### src/rtl/ball_physics.sv
// Pong ball motion engine: frame-stepped ball position with wall and paddle
// reflection, miss detection and a SERVE/PLAY scoring state machine.
module ball_physics #(
  parameter logic [15:0] STEP_X        = 16'd4,
  parameter logic [15:0] STEP_Y        = 16'd3,
  parameter logic [15:0] BALL_SIZE     = 16'd8,
  parameter logic [15:0] PADDLE_HEIGHT = 16'd100,
  parameter logic [15:0] PADDLE_WIDTH  = 16'd10,
  parameter logic [7:0]  SERVE_DELAY   = 8'd60
) (
  input  logic        clk,
  input  logic        rst,
  input  logic        frame_tick,
  input  logic [31:0] dimensions,
  input  logic [31:0] leftPaddle,
  input  logic [31:0] rightPaddle,
  output logic [31:0] ballPosition,
  output logic        in_play,
  output logic        hit,
  output logic        score_left,
  output logic        score_right
);

  typedef enum logic {
    ST_SERVE = 1'b0,
    ST_PLAY  = 1'b1
  } state_t;

  localparam logic signed [16:0] STEP_X_S  = $signed({1'b0, STEP_X});
  localparam logic signed [16:0] BALL_S    = $signed({1'b0, BALL_SIZE});
  localparam logic signed [16:0] PWIDTH_S  = $signed({1'b0, PADDLE_WIDTH});
  localparam logic [16:0]        STEP_Y_U  = {1'b0, STEP_Y};
  localparam logic [16:0]        BALL_U    = {1'b0, BALL_SIZE};
  localparam logic [16:0]        PHEIGHT_U = {1'b0, PADDLE_HEIGHT};

  state_t      r_state;
  state_t      w_state_nxt;
  logic [15:0] r_x;
  logic [15:0] r_y;
  logic        r_dir_x;
  logic        r_dir_y;
  logic [7:0]  r_cnt;
  logic        r_hit;
  logic        r_score_l;
  logic        r_score_r;

  logic [15:0] w_x_nxt;
  logic [15:0] w_y_nxt;
  logic        w_dir_x_nxt;
  logic        w_dir_y_nxt;
  logic [7:0]  w_cnt_nxt;
  logic        w_hit_nxt;
  logic        w_score_l_nxt;
  logic        w_score_r_nxt;

  logic [15:0] w_width;
  logic [15:0] w_height;
  logic [15:0] w_lp_x;
  logic [15:0] w_lp_y;
  logic [15:0] w_rp_x;
  logic [15:0] w_rp_y;

  assign w_width  = dimensions[31:16];
  assign w_height = dimensions[15:0];
  assign w_lp_x   = leftPaddle[31:16];
  assign w_lp_y   = leftPaddle[15:0];
  assign w_rp_x   = rightPaddle[31:16];
  assign w_rp_y   = rightPaddle[15:0];

  // Vertical geometry, unsigned 17-bit so y+STEP_Y cannot wrap.
  logic [16:0] w_y_u;
  logic [16:0] w_limit;
  logic [16:0] w_y_dn;
  logic [16:0] w_ball_bot;
  logic        w_y_top_hit;
  logic        w_y_bot_hit;

  assign w_y_u       = {1'b0, r_y};
  assign w_limit     = {1'b0, w_height} - BALL_U;
  assign w_y_dn      = w_y_u + STEP_Y_U;
  assign w_ball_bot  = w_y_u + BALL_U - 17'd1;
  assign w_y_top_hit = (w_y_u < STEP_Y_U);
  assign w_y_bot_hit = (w_y_dn >= w_limit);

  // Paddle row overlap against the pre-update ball rows.
  logic w_ovl_l;
  logic w_ovl_r;

  assign w_ovl_l = (w_y_u <= ({1'b0, w_lp_y} + PHEIGHT_U - 17'd1)) &&
                   (w_ball_bot >= {1'b0, w_lp_y});
  assign w_ovl_r = (w_y_u <= ({1'b0, w_rp_y} + PHEIGHT_U - 17'd1)) &&
                   (w_ball_bot >= {1'b0, w_rp_y});

  // Horizontal geometry, signed 17-bit so a face near zero compares correctly.
  logic signed [16:0] w_x_s;
  logic signed [16:0] w_x_lstep;
  logic signed [16:0] w_x_rstep;
  logic signed [16:0] w_face_l;
  logic signed [16:0] w_face_r;
  logic signed [16:0] w_edge_r;
  logic               w_cross_l;
  logic               w_cross_r;
  logic               w_miss_l;
  logic               w_miss_r;

  assign w_x_s     = $signed({1'b0, r_x});
  assign w_x_lstep = w_x_s - STEP_X_S;
  assign w_x_rstep = w_x_s + STEP_X_S;
  assign w_face_l  = $signed({1'b0, w_lp_x}) + PWIDTH_S;
  assign w_face_r  = $signed({1'b0, w_rp_x}) - BALL_S;
  assign w_edge_r  = $signed({1'b0, w_width}) - BALL_S;
  assign w_cross_l = (w_x_s > w_face_l) && (w_x_lstep <= w_face_l);
  assign w_cross_r = (w_x_s < w_face_r) && (w_x_rstep >= w_face_r);
  assign w_miss_l  = (r_x < STEP_X);
  assign w_miss_r  = (w_x_rstep >= w_edge_r);

  always_ff @(posedge clk or posedge rst) begin
    if (rst) begin
      r_state <= ST_SERVE;
    end else begin
      r_state <= w_state_nxt;
    end
  end

  always_comb begin
    w_state_nxt   = r_state;
    w_x_nxt       = r_x;
    w_y_nxt       = r_y;
    w_dir_x_nxt   = r_dir_x;
    w_dir_y_nxt   = r_dir_y;
    w_cnt_nxt     = r_cnt;
    w_hit_nxt     = 1'b0;
    w_score_l_nxt = 1'b0;
    w_score_r_nxt = 1'b0;

    case (r_state)
      ST_SERVE: begin
        w_x_nxt = w_width >> 1;
        w_y_nxt = w_height >> 1;
        if (frame_tick) begin
          if (r_cnt == SERVE_DELAY) begin
            w_cnt_nxt   = 8'd0;
            w_dir_y_nxt = 1'b1;
            w_state_nxt = ST_PLAY;
          end else begin
            w_cnt_nxt = r_cnt + 8'd1;
          end
        end
      end

      ST_PLAY: begin
        if (frame_tick) begin
          if (!r_dir_y) begin
            if (w_y_top_hit) begin
              w_y_nxt     = 16'd0;
              w_dir_y_nxt = 1'b1;
            end else begin
              w_y_nxt = r_y - STEP_Y;
            end
          end else begin
            if (w_y_bot_hit) begin
              w_y_nxt     = w_limit[15:0];
              w_dir_y_nxt = 1'b0;
            end else begin
              w_y_nxt = w_y_dn[15:0];
            end
          end

          // A score discards this tick's vertical move; SERVE recentres next clock.
          if (!r_dir_x) begin
            if (w_cross_l && w_ovl_l) begin
              w_x_nxt     = w_face_l[15:0];
              w_dir_x_nxt = 1'b1;
              w_hit_nxt   = 1'b1;
            end else if (w_miss_l) begin
              w_score_r_nxt = 1'b1;
              w_dir_x_nxt   = 1'b0;
              w_y_nxt       = r_y;
              w_dir_y_nxt   = r_dir_y;
              w_state_nxt   = ST_SERVE;
            end else begin
              w_x_nxt = r_x - STEP_X;
            end
          end else begin
            if (w_cross_r && w_ovl_r) begin
              w_x_nxt     = w_face_r[15:0];
              w_dir_x_nxt = 1'b0;
              w_hit_nxt   = 1'b1;
            end else if (w_miss_r) begin
              w_score_l_nxt = 1'b1;
              w_dir_x_nxt   = 1'b1;
              w_y_nxt       = r_y;
              w_dir_y_nxt   = r_dir_y;
              w_state_nxt   = ST_SERVE;
            end else begin
              w_x_nxt = r_x + STEP_X;
            end
          end
        end
      end

      default: begin
        w_state_nxt = ST_SERVE;
      end
    endcase
  end

  always_ff @(posedge clk or posedge rst) begin
    if (rst) begin
      r_x       <= 16'd0;
      r_y       <= 16'd0;
      r_dir_x   <= 1'b1;
      r_dir_y   <= 1'b1;
      r_cnt     <= 8'd0;
      r_hit     <= 1'b0;
      r_score_l <= 1'b0;
      r_score_r <= 1'b0;
    end else begin
      r_x       <= w_x_nxt;
      r_y       <= w_y_nxt;
      r_dir_x   <= w_dir_x_nxt;
      r_dir_y   <= w_dir_y_nxt;
      r_cnt     <= w_cnt_nxt;
      r_hit     <= w_hit_nxt;
      r_score_l <= w_score_l_nxt;
      r_score_r <= w_score_r_nxt;
    end
  end

  assign ballPosition = {r_x, r_y};
  assign in_play      = (r_state == ST_PLAY);
  assign hit          = r_hit;
  assign score_left   = r_score_l;
  assign score_right  = r_score_r;

endmodule

### config.mk
export PLATFORM = sky130hd
export DESIGN_NAME = ball_physics
export DESIGN_NICKNAME = d
export VERILOG_FILES = /design/src/rtl/ball_physics.sv
export SDC_FILE = /design/constraint.sdc
export NUM_CORES = 1
export LEC_CHECK = 0
export CAP_MARGIN = 15
export CORE_UTILIZATION = 25
export CTS_CLUSTER_SIZE = 10
export DETAILED_ROUTE_END_ITERATION = 8
export PLACE_DENSITY = 0.51
export SETUP_SLACK_MARGIN = 0.02
export SYNTH_ARGS = -nofsm -noshare
export SYNTH_HDL_FRONTEND = slang
export SYNTH_SLANG_ARGS = --single-unit
### constraint.sdc
create_clock -name clk -period 4.1 [get_ports clk]
set_clock_uncertainty 0.05 [all_clocks]
set_input_delay 0.82 -clock clk [delete_from_list [all_inputs] [get_ports clk]]
set_output_delay 0.82 -clock clk [all_outputs]
set_load 0.01 [all_outputs]
==> key figures <==
Status
  • Outcome: finished, violations left
  • Violated checks: setup timing

Floorplan
  • Core Area: 36700 um^2
  • Die area: between 30000 and 40000 um^2
  • I/O pin cnt: 135
  • FP Rows: 70
  • Initial Util: 25.5%
  • Die width: between 150 and 200 um
  • DIE HEIGHT: 196 um

STA
  • Worst Slack Setup Final: -291 ps
  • RSZ-0062 raised after global routing: yes
  • Rel. slew slack: ~28%
  • Max Fclk: around 230 MHz
  • Min Tclk post-route: about 4400 ps
  • Sum of negative setup slack: -7670 ps
  • Final setup vio count: 35
  • Final hold vios: 0
  • Max-slew violations: 0
  • Min Hold Slack: 453 ps
  • Worst Tran Pin Value: 1080 ps
  • Tcrit/Tclk final: 107%

Logic synthesis
  • Async SR Flop Fraction: 100%
  • Number of synthesized flops with an enable pin: 0
  • Mapped Nets: 1513
  • Post-synth cell types: 81
  • Mapped cell area: 9360 um^2
  • Mapped Avg Cell Area: between 7 and 8 um^2
  • Synthesis-stage register bit count: 46
  • Synth top area share: 21.1%
  • Register area share after synthesis: ~12%
  • Synth area leader: ha_1
  • Dominant cells by area after synthesis: ha_1 (21%), dfrtp_1 (12%), xnor2_1 (8.3%)
  • Commonest cells post-synth: ha_1 (158), nand2_1 (116), nor2_1 (105)
  • Top_reg_cell synth: dfrtp_1
  • Most frequent cell after synthesis: ha_1
  • Cells after Synth: 1256
  • Yosys warnings: 0

Route
  • First drt pass iteration count: 5
  • 1st-iter DRT viols: between 600 and 700
  • Vias post-DR: 11000
  • Routed WL per cell: 18.1 um
  • Routed wire length: 38900 um
  • Residual DRC count: 0
  • Via-per-instance ratio: 5.10
  • Antenna-violating nets left: 0

Final layout
  • N_diodes: 0
  • Layout cells sized above 1: approximately 30%
  • Fillers: between 3000 and 4000
  • Nets: 1943
  • Post-route design area: 14700 um^2
  • Non-filler cells, final: 2155
  • Area delta synth->final: 56.6%
  • Post-Route Utilization: approximately two fifths

Power
  • Sequential share of power: just over 20%
  • Switching part of the total power: 41.8%
  • Internal power: between 0.0015 and 0.002 W
  • Gate power share: 62.5%
  • Clock power frac: 17.1%
  • Sw power: 0.00120 W
  • Leak: 6.62 nW
  • VDD IR max: 147 uV
  • Cell Pwr Density: just under 200 nW/um^2

Clock network
  • Worst-Skew Late Latency: 300 ps
  • Root buf cell: clkbuf_16
  • CTS Buf Count: 5
  • TritonCTS clock tree: done
  • Hold buffers post-CTS: 0
  • H-tree Lvls: 2
  • Clock buffer depth: 2
  • # clock sinks: 46
  • Clock transition at path regs: ~80 ps

Setup path
  • R2R Setup Slk: -180 ps
  • Setup CP Type: input pin to flop
  • Setup crit start kind: input pin
  • Crit path arrival time: 4580 ps
  • Crit Path Max Fanout: 4
  • Crit end category: flop
  • Worst Path Required: 4290 ps

GRT
  • GR Overflow Total: 0
  • Tot GR Track Use: 20.2%
  • First-pass GRT wire length: 61200 um
  • Initial antenna violation count: 1
  • Largest net degree at the start of global routing: 47
  • Vias in the first global route: 11237

Placement
  • Final HPWL DP: 31000 um
  • Final GP Congestion: 0.946
  • Input/output buffers: 134
  • Dpl cells: approximately 2100
  • Cell Area, Placed: 13500 um^2

Min path
  • Tightest Hold Check Type: flop to flop

Job
  • # Max-Cap Violations: 0
==> layout by cell type (no fill, tap or decap), drive strengths merged, types with 5 or more instances in the layout <==
cell type / synthesis / final
dfrtp: 44 / 44
nor2: 106 / 106
clkdlybuf4s50: 0 / 94
and4: 6 / 6
o21ai: 60 / 60
buf: 17 / 350
a21o: 28 / 28
xnor2: 91 / 91
o21a: 14 / 14
o22ai: 17 / 17
nor2b: 21 / 21
nand2: 116 / 116
o221ai: 7 / 7
and3: 7 / 7
a21boi: 5 / 5
nand4: 30 / 30
nand2b: 14 / 14
nor3b: 5 / 5
or3: 12 / 12
a211oi: 18 / 18
nor4: 19 / 19
inv: 89 / 89
o2111ai: 6 / 6
dlygate4sd2: 0 / 16
and2: 6 / 6
or4: 9 / 9
nor3: 34 / 34
ha: 158 / 158
xor2: 44 / 44
a21oi: 68 / 68
mux2i: 6 / 6
o31ai: 5 / 5
or2: 5 / 5
nand3: 57 / 57
clkbuf: 38 / 10
a31oi: 22 / 22
dlymetal6s2s: 0 / 11
o211ai: 10 / 10
==> through the flow <==
stage / setup WS (ps) / total power [W]
after floorplan: -162 / 0.00146
after global placement: -992 / 0.00221
after detailed placement: -1090 / 0.00223
after CTS: -392 / 0.00282
after global routing: -526 / 0.00309
final: -291 / 0.00287
==> repair_timing <==
item / CTS / global route
pin swaps: 74 / 67
cloned: 4 / 3
buffers inserted: 23 / 17
resized for setup: 156 / 72
endpoints found under the setup margin: 38 / 38
==> power groups by stage <==
stage | Clock [W] | Combinational [W] | Sequential (W)
5_1_grt | 0.000515 | 0.00198 | 0.000595
4_1_cts | 0.000498 | 0.00174 | 0.000585
3_3_place_gp | 0 | 0.00161 | 0.000592
3_5_place_dp | 0 | 0.00164 | 0.000591
6_report | 0.000491 | 0.00179 | 0.000586
2_1_floorplan | 0 | 0.000873 | 0.000590
==> per-layer routing <==
layer,global-route usage (%),up-vias,part of all wire [%]
li1,-,5418,-
met4,4.84,2,2.4
met1,25.7,5198,44
met3,2.12,51,5.2
met5,0,-,0.033
met2,36.2,331,48
==> final timing paths <==
| check | start | to | depth (start not counted) |
|---|---|---|---|
| setup / recovery | rightPaddle[28] | r_x[14] | 18 |
| hold / removal | r_cnt[7] | r_cnt[7] | 1 |
| setup reg to reg | r_x[3] | r_x[0] | 18 |
| hold reg to reg | r_cnt[7] | r_cnt[7] | 1 |
| max in group asynchronous | rst | r_dir_y | 3 |
| min in group asynchronous | rst | r_y[10] | 2 |
==> cell type report <==
| type | instances | area (um^2) | area share (%) |
|---|---|---|---|
| multi-input cells | 1066 | 8270 | 56.4 |
| inverters | 89 | 347 | 2.36 |
| well taps | 468 | 586 | 3.99 |
| clock inverters | 2 | 37.5 | 0.256 |
| flip-flops and latches | 46 | 1150 | 7.88 |
| repair buffers | 478 | 4140 | 28.2 |
| clock buffers | 6 | 129 | 0.879 |
==> worst max-delay path, stage by stage <==
cell             delay, ps
clkdlybuf4s50_1        440
nor4_2                 210
nand2b_1               170
nor4_4                 160
xnor2_1                120
ha_1                   310
nand4_1                 80
or4_4                  540
a211oi_2               260
a211oi_2               120
a211oi_4               320
a211o_4                190
buf_6                  110
o311ai_4                90
buf_4                  170
buf_6                  120
a31o_4                 210
a21oi_2                110
==> registers in the layout (all words and copies together), names as in the netlist <==
register     cells
score_left       1
r_y             16
in_play          1
hit              1
r_dir_x          1
r_cnt            8
r_x             16
score_right      1
r_dir_y          1
==> logic make-up after synthesis <==
logic type      Yosys count  synth area share, %
fa+ha+maj               161                 21.4
compound gates          303                 21.6
xor+xnor                135                 13.0
simple gates            460                 24.5
flops                    46                 12.3
mux                       7                0.762
buf+inv                 144                 6.40
(Power assumes the default switching activity.)
